`src/rtl/tlb_pkg.sv`:
```
// tlb_pkg: shared encodings, CSR field positions and state type for the TLB op unit
package tlb_pkg;
    localparam logic [2:0] OP_SRCH = 3'd0;
    localparam logic [2:0] OP_RD   = 3'd1;
    localparam logic [2:0] OP_WR   = 3'd2;
    localparam logic [2:0] OP_FILL = 3'd3;
    localparam logic [2:0] OP_INV  = 3'd4;
    localparam logic [5:0] ECODE_TLBR = 6'h3F;
    localparam logic [5:0] PS_4K = 6'd12;
    localparam logic [5:0] PS_4M = 6'd21;
    localparam logic [4:0] INVTLB_OP_MAX = 5'd6;
    localparam int IDX_NE   = 31;
    localparam int IDX_PS   = 24;
    localparam int EHI_VPPN = 13;
    localparam int ELO_V    = 0;
    localparam int ELO_D    = 1;
    localparam int ELO_PLV  = 2;
    localparam int ELO_MAT  = 4;
    localparam int ELO_G    = 6;
    localparam int ELO_PPN  = 8;
    typedef enum logic [1:0] {ST_IDLE, ST_EXEC, ST_DONE} state_t;
    function automatic logic [31:0] pack_elo(input logic [19:0] ppn, input logic g,
                                             input logic [1:0] mat, input logic [1:0] plv,
                                             input logic d, input logic v);
        return {4'b0, ppn, 1'b0, g, mat, plv, d, v};
    endfunction
endpackage

```
`src/rtl/tlb_fill_idx_gen.sv`:
```
// tlb_fill_idx_gen: TLBFILL victim index; round-robin by default, LFSR when TLB_FILL_LFSR_EN is defined
module tlb_fill_idx_gen #(
    parameter int TLBNUM = 16,
    parameter int IW = $clog2(TLBNUM)
) (
    input  logic          clk,
    input  logic          reset,
    input  logic          adv,
    output logic [IW-1:0] idx
);
`ifdef TLB_FILL_LFSR_EN
    logic [7:0] r_lfsr;
    logic       w_unused;
    assign w_unused = ^{adv, r_lfsr};
    assign idx = r_lfsr[IW-1:0];
    // free-running x^8+x^6+x^5+x^4+1 Fibonacci LFSR
    always_ff @(posedge clk) begin
        if (reset) r_lfsr <= 8'h01;
        else       r_lfsr <= {r_lfsr[6:0], r_lfsr[7] ^ r_lfsr[5] ^ r_lfsr[4] ^ r_lfsr[3]};
    end
`else
    logic [IW-1:0] r_idx;
    assign idx = r_idx;
    // advance once per fill; power-of-two size makes the wrap free
    always_ff @(posedge clk) begin
        if (reset)    r_idx <= '0;
        else if (adv) r_idx <= r_idx + 1'b1;
    end
`endif
endmodule

```
`src/rtl/tlb_op_unit.sv`:
```
// tlb_op_unit: initiator for TLBSRCH/TLBRD/TLBWR/TLBFILL/INVTLB; optional TLB_FILL_LFSR_EN selects LFSR fill index
module tlb_op_unit
    import tlb_pkg::*;
#(
    parameter int TLBNUM = 16,
    localparam int IW = $clog2(TLBNUM)
) (
    input  logic          clk,
    input  logic          reset,
    input  logic          op_valid,
    output logic          op_ready,
    input  logic [2:0]    op_type,
    input  logic [4:0]    op_invtlb_op,
    input  logic [9:0]    op_asid,
    input  logic [31:0]   op_va,
    output logic          op_done,
    input  logic [9:0]    csr_asid,
    input  logic [31:0]   csr_tlbehi,
    input  logic [31:0]   csr_tlbidx,
    input  logic [31:0]   csr_tlbelo0,
    input  logic [31:0]   csr_tlbelo1,
    input  logic [5:0]    csr_estat_ecode,
    output logic [18:0]   s1_vppn,
    output logic          s1_va_bit12,
    output logic [9:0]    s1_asid,
    input  logic          s1_found,
    input  logic [IW-1:0] s1_index,
    output logic          s1_owned,
    output logic          invtlb_valid,
    output logic [4:0]    invtlb_op,
    output logic          we,
    output logic [IW-1:0] w_index,
    output logic          w_e,
    output logic [18:0]   w_vppn,
    output logic [5:0]    w_ps,
    output logic [9:0]    w_asid,
    output logic          w_g,
    output logic [19:0]   w_ppn0,
    output logic [1:0]    w_plv0,
    output logic [1:0]    w_mat0,
    output logic          w_d0,
    output logic          w_v0,
    output logic [19:0]   w_ppn1,
    output logic [1:0]    w_plv1,
    output logic [1:0]    w_mat1,
    output logic          w_d1,
    output logic          w_v1,
    output logic [IW-1:0] r_index,
    input  logic          r_e,
    input  logic [18:0]   r_vppn,
    input  logic [5:0]    r_ps,
    input  logic [9:0]    r_asid,
    input  logic          r_g,
    input  logic [19:0]   r_ppn0,
    input  logic [1:0]    r_plv0,
    input  logic [1:0]    r_mat0,
    input  logic          r_d0,
    input  logic          r_v0,
    input  logic [19:0]   r_ppn1,
    input  logic [1:0]    r_plv1,
    input  logic [1:0]    r_mat1,
    input  logic          r_d1,
    input  logic          r_v1,
    output logic          srch_wb_valid,
    output logic          srch_wb_ne,
    output logic [IW-1:0] srch_wb_index,
    output logic          rd_wb_valid,
    output logic          rd_wb_ne,
    output logic [5:0]    rd_wb_ps,
    output logic [9:0]    rd_wb_asid,
    output logic [31:0]   rd_wb_tlbehi,
    output logic [31:0]   rd_wb_tlbelo0,
    output logic [31:0]   rd_wb_tlbelo1
);
    state_t        r_state, w_next;
    logic [2:0]    r_op;
    logic [4:0]    r_inv_op;
    logic [9:0]    r_op_asid;
    logic [19:0]   r_va;
    logic          r_found;
    logic [IW-1:0] r_sidx;
    logic          r_rd_e;
    logic [31:0]   r_rd_ehi, r_rd_elo0, r_rd_elo1;
    logic [5:0]    r_rd_ps;
    logic [9:0]    r_rd_asid;
    logic          w_exec, w_done, w_srch, w_rd, w_wr, w_fill, w_inv, w_rd_hit;
    logic [IW-1:0] w_fill_idx;
    logic          w_unused;

    assign w_unused = ^{csr_tlbidx[30:IW], csr_tlbehi[12:0], csr_tlbelo0[31:28], csr_tlbelo0[7],
                        csr_tlbelo1[31:28], csr_tlbelo1[7], op_va[11:0]};

    assign op_ready = (r_state == ST_IDLE) & ~reset;

    // next state: a request is only taken in IDLE, then EXEC and DONE follow unconditionally
    always_comb begin
        w_next = (r_state == ST_IDLE) ? (op_valid ? ST_EXEC : ST_IDLE) :
                 (r_state == ST_EXEC) ? ST_DONE : ST_IDLE;
    end

    // state register and request capture
    always_ff @(posedge clk) begin
        if (reset) begin
            r_state   <= ST_IDLE;
            r_op      <= '0;
            r_inv_op  <= '0;
            r_op_asid <= '0;
            r_va      <= '0;
        end else begin
            r_state <= w_next;
            if (op_valid & op_ready) begin
                r_op      <= op_type;
                r_inv_op  <= op_invtlb_op;
                r_op_asid <= op_asid;
                r_va      <= op_va[31:12];
            end
        end
    end

    assign w_exec = (r_state == ST_EXEC) & ~reset;
    assign w_done = (r_state == ST_DONE) & ~reset;
    assign w_srch = w_exec & (r_op == OP_SRCH);
    assign w_rd   = w_exec & (r_op == OP_RD);
    assign w_wr   = w_exec & (r_op == OP_WR);
    assign w_fill = w_exec & (r_op == OP_FILL);
    assign w_inv  = w_exec & (r_op == OP_INV);

    tlb_fill_idx_gen #(.TLBNUM(TLBNUM), .IW(IW)) u_fill (
        .clk(clk), .reset(reset), .adv(w_fill), .idx(w_fill_idx)
    );

    assign s1_owned     = w_srch | w_inv;
    assign s1_vppn      = w_srch ? csr_tlbehi[31:EHI_VPPN] : w_inv ? r_va[19:1] : '0;
    assign s1_va_bit12  = w_inv & r_va[0];
    assign s1_asid      = w_srch ? csr_asid : w_inv ? r_op_asid : '0;
    assign invtlb_valid = w_inv & (r_inv_op <= INVTLB_OP_MAX);
    assign invtlb_op    = invtlb_valid ? r_inv_op : '0;
    assign r_index      = w_rd ? csr_tlbidx[IW-1:0] : '0;

    assign we      = w_wr | w_fill;
    assign w_index = w_wr ? csr_tlbidx[IW-1:0] : w_fill ? w_fill_idx : '0;
    assign w_e     = we & ((csr_estat_ecode == ECODE_TLBR) | ~csr_tlbidx[IDX_NE]);
    assign w_vppn  = we ? csr_tlbehi[31:EHI_VPPN] : '0;
    assign w_ps    = we ? csr_tlbidx[IDX_PS +: 6] : '0;
    assign w_asid  = we ? csr_asid : '0;
    assign w_g     = we & csr_tlbelo0[ELO_G] & csr_tlbelo1[ELO_G];
    assign w_ppn0  = we ? csr_tlbelo0[ELO_PPN +: 20] : '0;
    assign w_plv0  = we ? csr_tlbelo0[ELO_PLV +: 2] : '0;
    assign w_mat0  = we ? csr_tlbelo0[ELO_MAT +: 2] : '0;
    assign w_d0    = we & csr_tlbelo0[ELO_D];
    assign w_v0    = we & csr_tlbelo0[ELO_V];
    assign w_ppn1  = we ? csr_tlbelo1[ELO_PPN +: 20] : '0;
    assign w_plv1  = we ? csr_tlbelo1[ELO_PLV +: 2] : '0;
    assign w_mat1  = we ? csr_tlbelo1[ELO_MAT +: 2] : '0;
    assign w_d1    = we & csr_tlbelo1[ELO_D];
    assign w_v1    = we & csr_tlbelo1[ELO_V];

    // capture the TLB's search and read responses at the end of EXEC
    always_ff @(posedge clk) begin
        if (reset) begin
            r_found   <= 1'b0;
            r_sidx    <= '0;
            r_rd_e    <= 1'b0;
            r_rd_ehi  <= '0;
            r_rd_elo0 <= '0;
            r_rd_elo1 <= '0;
            r_rd_ps   <= '0;
            r_rd_asid <= '0;
        end else begin
            if (w_srch) begin
                r_found <= s1_found;
                r_sidx  <= s1_index;
            end
            if (w_rd) begin
                r_rd_e    <= r_e;
                r_rd_ehi  <= {r_vppn, 13'b0};
                r_rd_elo0 <= pack_elo(r_ppn0, r_g, r_mat0, r_plv0, r_d0, r_v0);
                r_rd_elo1 <= pack_elo(r_ppn1, r_g, r_mat1, r_plv1, r_d1, r_v1);
                r_rd_ps   <= r_ps;
                r_rd_asid <= r_asid;
            end
        end
    end

    assign op_done       = w_done;
    assign srch_wb_valid = w_done & (r_op == OP_SRCH);
    assign srch_wb_ne    = srch_wb_valid & ~r_found;
    assign srch_wb_index = (srch_wb_valid & r_found) ? r_sidx : '0;
    assign rd_wb_valid   = w_done & (r_op == OP_RD);
    assign w_rd_hit      = rd_wb_valid & r_rd_e;
    assign rd_wb_ne      = rd_wb_valid & ~r_rd_e;
    assign rd_wb_tlbehi  = w_rd_hit ? r_rd_ehi : '0;
    assign rd_wb_tlbelo0 = w_rd_hit ? r_rd_elo0 : '0;
    assign rd_wb_tlbelo1 = w_rd_hit ? r_rd_elo1 : '0;
    assign rd_wb_ps      = w_rd_hit ? r_rd_ps : '0;
    assign rd_wb_asid    = w_rd_hit ? r_rd_asid : '0;
endmodule

```
`config.mk`:
```
export PLATFORM = sky130hd
export DESIGN_NAME = tlb_op_unit
export DESIGN_NICKNAME = d
export VERILOG_FILES = /design/src/rtl/tlb_pkg.sv /design/src/rtl/tlb_fill_idx_gen.sv /design/src/rtl/tlb_op_unit.sv
export SDC_FILE = /design/constraint.sdc
export NUM_CORES = 1
export LEC_CHECK = 0
export ABC_AREA = 0
export BUFFER_PORTS_ARGS = -buffer_cell sky130_fd_sc_hd__buf_2
export CORE_AREA = 2 2 211 213
export CTS_CLUSTER_DIAMETER = 40
export DETAILED_ROUTE_END_ITERATION = 12
export DIE_AREA = 0 0 213 215
export GPL_ROUTABILITY_DRIVEN = 0
export PLACE_DENSITY = 0.52
export SLEW_MARGIN = 20
export SYNTH_ARGS = -nofsm -noshare
export SYNTH_HDL_FRONTEND = slang
export SYNTH_SLANG_ARGS = --single-unit
```
`constraint.sdc`:
```
create_clock -name clk -period 2.51 [get_ports clk]
set_input_delay 0.502 -clock clk [delete_from_list [all_inputs] [get_ports clk]]
set_output_delay 0.502 -clock clk [all_outputs]
set_load 0.005 [all_outputs]
```
## After elaboration in Yosys (flattened, before gate mapping)

Index checks and enable logic that the tools add are counted.

- Flip-flop bits (word level): 139
- Input port bits: 291
- Output and inout port bits: 257
- Word-level logic and storage cells: 82

- Add/subtract/negate cells: 1
- Magnitude comparators: 1
- Equal/unequal tests: 7
- Muxes and demuxes: 26
- Bitwise gates (word level): 31
- Reductions and logical operators: 2

Operators with widths:

| operator | count |
|---|---|
| $mux 19 | 3 |
| $mux 28 | 2 |
| $mux 10 | 4 |
| $mux 20 | 2 |
| $mux 32 | 1 |
| $and 1x1->1 | 24 |
| $mux 4 | 4 |
| $mux 2 | 6 |
| $mux 6 | 2 |
| $eq 3x2->1 const B | 2 |
| $eq 6x6->1 const B | 1 |
| $le 5x3->1 const B | 1 |
| $mux 5 | 1 |
| $add 4x1->4 const B | 1 |
| $not 1->1 | 4 |
| $eq 3x1->1 const B | 1 |
| $eq 3x3->1 const B | 1 |
| $logic_not 3->1 | 1 |
| $or 1x1->1 | 3 |
| $eq 2x1->1 const B | 1 |
| $eq 2x2->1 const B | 1 |
| $logic_not 2->1 | 1 |
| $mux 1 | 1 |

## Depth between registers and ports, before layout

- Depth after elaboration: 6
- Depth in mapped cells: 8
- Gate-level depth less buffers: 5

## Cells and area by module

A second synthesis with hierarchy kept.

- Cell total of the unflattened synthesis: 933
- Area total of the unflattened synthesis: 7149.4 um^2

By module, submodules not included:

| module | times used | cells an instance | area each (um^2) | sequential area each (um^2) |
|---|---|---|---|---|
| tlb_op_unit | 1 | 917 | 6970.4 | 2682.6 |
| tlb_fill_idx_gen | 1 | 16 | 178.9 | 80.1 |

## Worst setup path before layout

No wires, ideal clock.

- Path type: input -> output
- Start: in reset
- End: out s1_asid[0]
- Arrival: 1830 ps
- Required time: 2008 ps
- Path slack: 178 ps
- Cell stages on the path: 6
- Path buffers: 3
- Path through: buf_2 -> or4b_1 -> buf_6 -> nor3_4 -> buf_6 -> a22o_1

- Cells in the longest elaborated chain, start to end: 5
- Elaborated cells on any way between the ends: 6
- Classes of those cells: mux (2); bitwise (4)

Ends and longest elaborated chain:

| element | RTL line | text |
|---|---|---|
| start, declared | tlb_op_unit.sv:9 | `input logic reset,` |
| $not 1->1 (*) | tlb_op_unit.sv:120 | `assign w_exec = (r_state == ST_EXEC) & ~reset;` |
| $and 1x1->1 (*) | tlb_op_unit.sv:120 |  |
| $and 1x1->1 | tlb_op_unit.sv:126 | `assign w_inv = w_exec & (r_op == OP_INV);` |
| $mux 10 | tlb_op_unit.sv:135 | `assign s1_asid = w_srch ? csr_asid : w_inv ? r_op_asid : '0;` |
| $mux 10 (*) | tlb_op_unit.sv:135 |  |
| end, declared | tlb_op_unit.sv:25 | `output logic [9:0] s1_asid,` |

Every way passes the cells marked *; elsewhere a longest branch is shown, timed or not.

## Final worst setup path

- Start: reg r_op[1]
- End: out rd_wb_tlbelo1[6]

- Cells in the longest elaborated chain, start to end: 4

Ends and longest elaborated chain:

| element | RTL line | text |
|---|---|---|
| start, declared | tlb_op_unit.sv:76 | `logic [2:0] r_op;` |
| start signal, assigned | tlb_op_unit.sv:112 | `r_op <= op_type;` |
| $eq 3x1->1 | tlb_op_unit.sv:189 | `assign rd_wb_valid = w_done & (r_op == OP_RD);` |
| $and 1x1->1 | tlb_op_unit.sv:189 |  |
| $and 1x1->1 | tlb_op_unit.sv:190 | `assign w_rd_hit = rd_wb_valid & r_rd_e;` |
| $mux 28 | tlb_op_unit.sv:194 | `assign rd_wb_tlbelo1 = w_rd_hit ? r_rd_elo1 : '0;` |
| end, declared | tlb_op_unit.sv:73 | `output logic [31:0] rd_wb_tlbelo1` |

Every way passes these cells.

==> impl_metrics.yaml <==
run_status:
  status: "complete, but fails checks"
  violations: "setup timing"
floorplan:
  rows: 77
  io_pins: 548
  die_x_microns: 213
  start_util_pct: 16.6
  fp.coreArea_sq_um: 43600
  fp.dieArea_sq_um: 45800
  die_y_microns: 215
hold_path:
  min_path_cells: 2
  min-delay-start: "r_ppn0[9]"
  min_delay_worst_endpoint: "r_rd_elo0[17]$_SDFFE_PP0P_"
  min_path_type: "in -> reg"
placement:
  place_inst: 1871
  port_buffers: 466
  dp_hpwl_mm: 26.1
finish:
  drive_gt1_share_pct: 54.8
  area_delta_synth_final_pct: 73.5
  fin_cells: 1941
  fill_cells: 4666
  regArea_sq_um: 2770
  multi_input_area_sq_um: 4300
  nets: 1625
setup_path:
  cp.required_ns: 2.01
  crit_fanout: 25
  rrSetupSlack_ns: 0.57
  crit_chain: "buf_6 -> or4b_4 -> nor3_4 -> buf_12 -> buf_12 -> and2_4 -> buf_2"
  cpMostUsedCell: "buf_12"
  reg2reg_depth: 7
  critical-path-max-stage-delay_ns: 0.55
  cp.arrival_ns: 2.30
  cp-start-kind: "flip-flop"
  end_kind: "output pin"
  path_class: "reg -> out"
  r2r-end: "r_rd_elo1[18]$_SDFFE_PP0P_"
  rr_startpoint: "r_op[2]$_SDFFE_PP0P_"
  slowest_stage: "or4b_4"
route:
  routedWlPerCell_microns: 18.3
  vias_per_cell: 4.08
  route.detailed.drc: 0
  drtAntennaViolNets: 0
  wirelength_mm: 35.6
  dr.first_iter.drc_count: 466
  num_vias: 7915
  dr.pass1.iters: 7
clock_network:
  postCtsHoldBufs: 0
  cts-root-buf: "clkbuf_16"
  cts_tree: "done"
  clock-sinks: 138
  htree_levels: 4
  insertion_delay_ns: 0.48
  numCtsBuffers: 17
  clk_pin_slew_ns: 0.07
  cts_max_path_buffers: 2
global_route:
  overflow: 0
  grt_pass1_vias: 7592
  grt_pass1_wl_mm: 48.5
  grt_max_degree: 66
  grt_usage_pct: 14.8
  antenna_found_initial: 4
timing:
  slew_headroom_pct: 50.8
  finalClockSkew_ns: 0.0135
  fin_ws_ns: -0.288
  finalSetupViolCount: 207
  post-route-period-util_pct: 111
  period_needed_ns: 2.80
  clock.fmax_mhz: 357
  drv_slew: 0
  rsz0062_at_grt: "true"
  holdWs_ns: 0.223
  report.final.hold_viol_count: 0
  max_slew.worst_pin.slew_ns: 0.738
pwr:
  p_leak_uw: 0.00607
  cellPowerDensity_nw_per_um2: 433
  ir_worst_vdd_mv: 0.461
yosys:
  synthAdderAreaFrac_pct: 0.173
  synth_most_common_cell: "and2_1"
  synth_edf_count: 0
  synth_top_cell_area_share_pct: 38.2
  synth_area_sq_um: 7240
  synth_area_leaders: "dfxtp_1 (38%), and2_1 (15%), nor2b_1 (5.8%), mux2_2 (5.8%), mux2_1 (4.7%)"
  yosys-mux-area-fraction_pct: 11.0
  synth_top_area_cell: "dfxtp_1"
  ys.warnings.count: 0
  ys.flop_type: "dfxtp_1"
  synth.distinct_cells: 42
  synth_top_family_by_area: "simple AND/OR/NAND/NOR gates"
  synthXorXnorAreaFrac_pct: 0
  synth.avg_cell_area_sq_um: 8.63
  ys_seq_area_share_pct: 38.2
  synth_compound_area_share_pct: 10.3
  async_flop_share_pct: 0
  synthCells: 839
  synth-simple-area-share_pct: 32.2
  ys_ff_latch: 138
  yosys-top-cells-count: "and2_1 (176), dfxtp_1 (138), nand2_1 (88), nor2b_1 (67), a21oi_1 (64)"
run:
  max_cap_viol_count: 0
flip-flops by register name, indices dropped and copies added, names as in the netlist:
signal,cells
r_rd_e,1
r_rd_elo0,26
r_sidx,4
r_found,1
r_op_asid,10
u_fill.idx,4
r_va,20
r_rd_elo1,27
r_rd_ehi,19
r_state,2
r_inv_op,5
r_op,3
r_rd_ps,6
r_rd_asid,10
critical path, delay by kind of cell, from the launching register on:
| kind | cells | cell delay [ns] |
|---|---|---|
| AND/OR/NAND/NOR | 3 | 0.89 |
| buffers and inverters | 4 | 0.55 |
| flip-flops | 1 | 0.35 |
report_power, final:
part	leakage [uW]	internal [uW]	switching, uW	total, uW
Combinational	0.00466	265	287	553
Clock	0.000295	1480	1140	2620
Sequential	0.00112	2230	28.0	2260
layout make-up:
| class | instances | area share [%] |
|---|---|---|
| inverters | 6 | 0.259 |
| clock inverters | 15 | 1.29 |
| multi-input cells | 625 | 34.2 |
| clock buffers | 17 | 3.39 |
| well taps | 592 | 5.90 |
| diodes | 3 | 0.0598 |
| repair buffers | 545 | 32.8 |
| flip-flops and latches | 138 | 22.1 |
logic make-up after synthesis:
group | Yosys count
multiplexers | 71
AND/OR/NAND/NOR | 403
flip-flops | 138
adder cells (fa/ha/maj) | 1
buffers and inverters | 100
other | 1
AO/OA/AOI/OAI | 125
routing by layer:
| metal | track usage (%) | wire [microns] | vias to the layer above |
|---|---|---|---|
| li1 | - | - | 3723 |
| met1 | 19.2 | 16500 | 3781 |
| met2 | 21.5 | 15100 | 370 |
| met3 | 6.12 | 3230 | 39 |
| met4 | 6.01 | 718 | 2 |
| met5 | 0 | 13 | - |
per-stage QoR:
step / TNS [ns] / util [%] / cell area [sq um] / worst slack (ns) / power (uW)
detailed placement: -2.56 / 23.6 / 10300 / -0.0620 / 2800
global placement: -2.97 / 23.6 / 10300 / -0.0570 / 2790
CTS: -51.87 / 26.1 / 11400 / -0.368 / 5530
floorplan: 0 / - / 7330 / 0.178 / 2510
global route: -62.37 / 28.8 / 12600 / -0.429 / 5690
finish: -36.72 / 28.8 / 12600 / -0.288 / 5430
worst max-delay path by stage:
stage                                     from           endpoint  cells after the start
after floorplan                          reset         s1_asid[0]                      6
after global placement                   reset  rd_wb_tlbelo1[11]                      8
after detailed placement                 reset  rd_wb_tlbelo1[19]                      8
after CTS                 r_op[1]$_SDFFE_PP0P_  rd_wb_tlbelo1[19]                      7
after global routing      r_op[1]$_SDFFE_PP0P_   rd_wb_tlbelo1[6]                      7
final                     r_op[1]$_SDFFE_PP0P_   rd_wb_tlbelo1[6]                      7
cell usage in the layout (no fill, tap or decap), types with 2 or more instances in the layout:
cell type  instances
dfxtp_1          135
nor3_4             3
and3_1             9
and2_1            77
diode_2            3
nor4_2             4
nand3b_1           2
nor2_1             6
a21oi_1           63
and2_4            99
inv_1              3
buf_4             36
mux2_2            37
clkinv_2           4
mux2_1            30
buf_6            112
buf_2            361
or4b_4             2
buf_16             5
dfxtp_4            2
clkinv_4           2
mux2i_1            4
nor3_1             3
inv_8              2
o21ai_0           29
nand2_1           87
a22o_1            29
buf_8              4
nand3_1           29
buf_12            18
clkbuf_16         26
nor2b_1           66
inv_6              6
bufinv_16          2
conb_1            25
timing repair:
| item | in CTS | in global routing |
|---|---|---|
| pin swaps | 13 | 104 |
| cloned | 6 | 10 |
| setup endpoints to repair | 224 | 226 |
| gates resized for setup | 63 | 201 |
| setup buffers | 7 | 15 |
No activity file was read; power rests on OpenSTA's default activity.
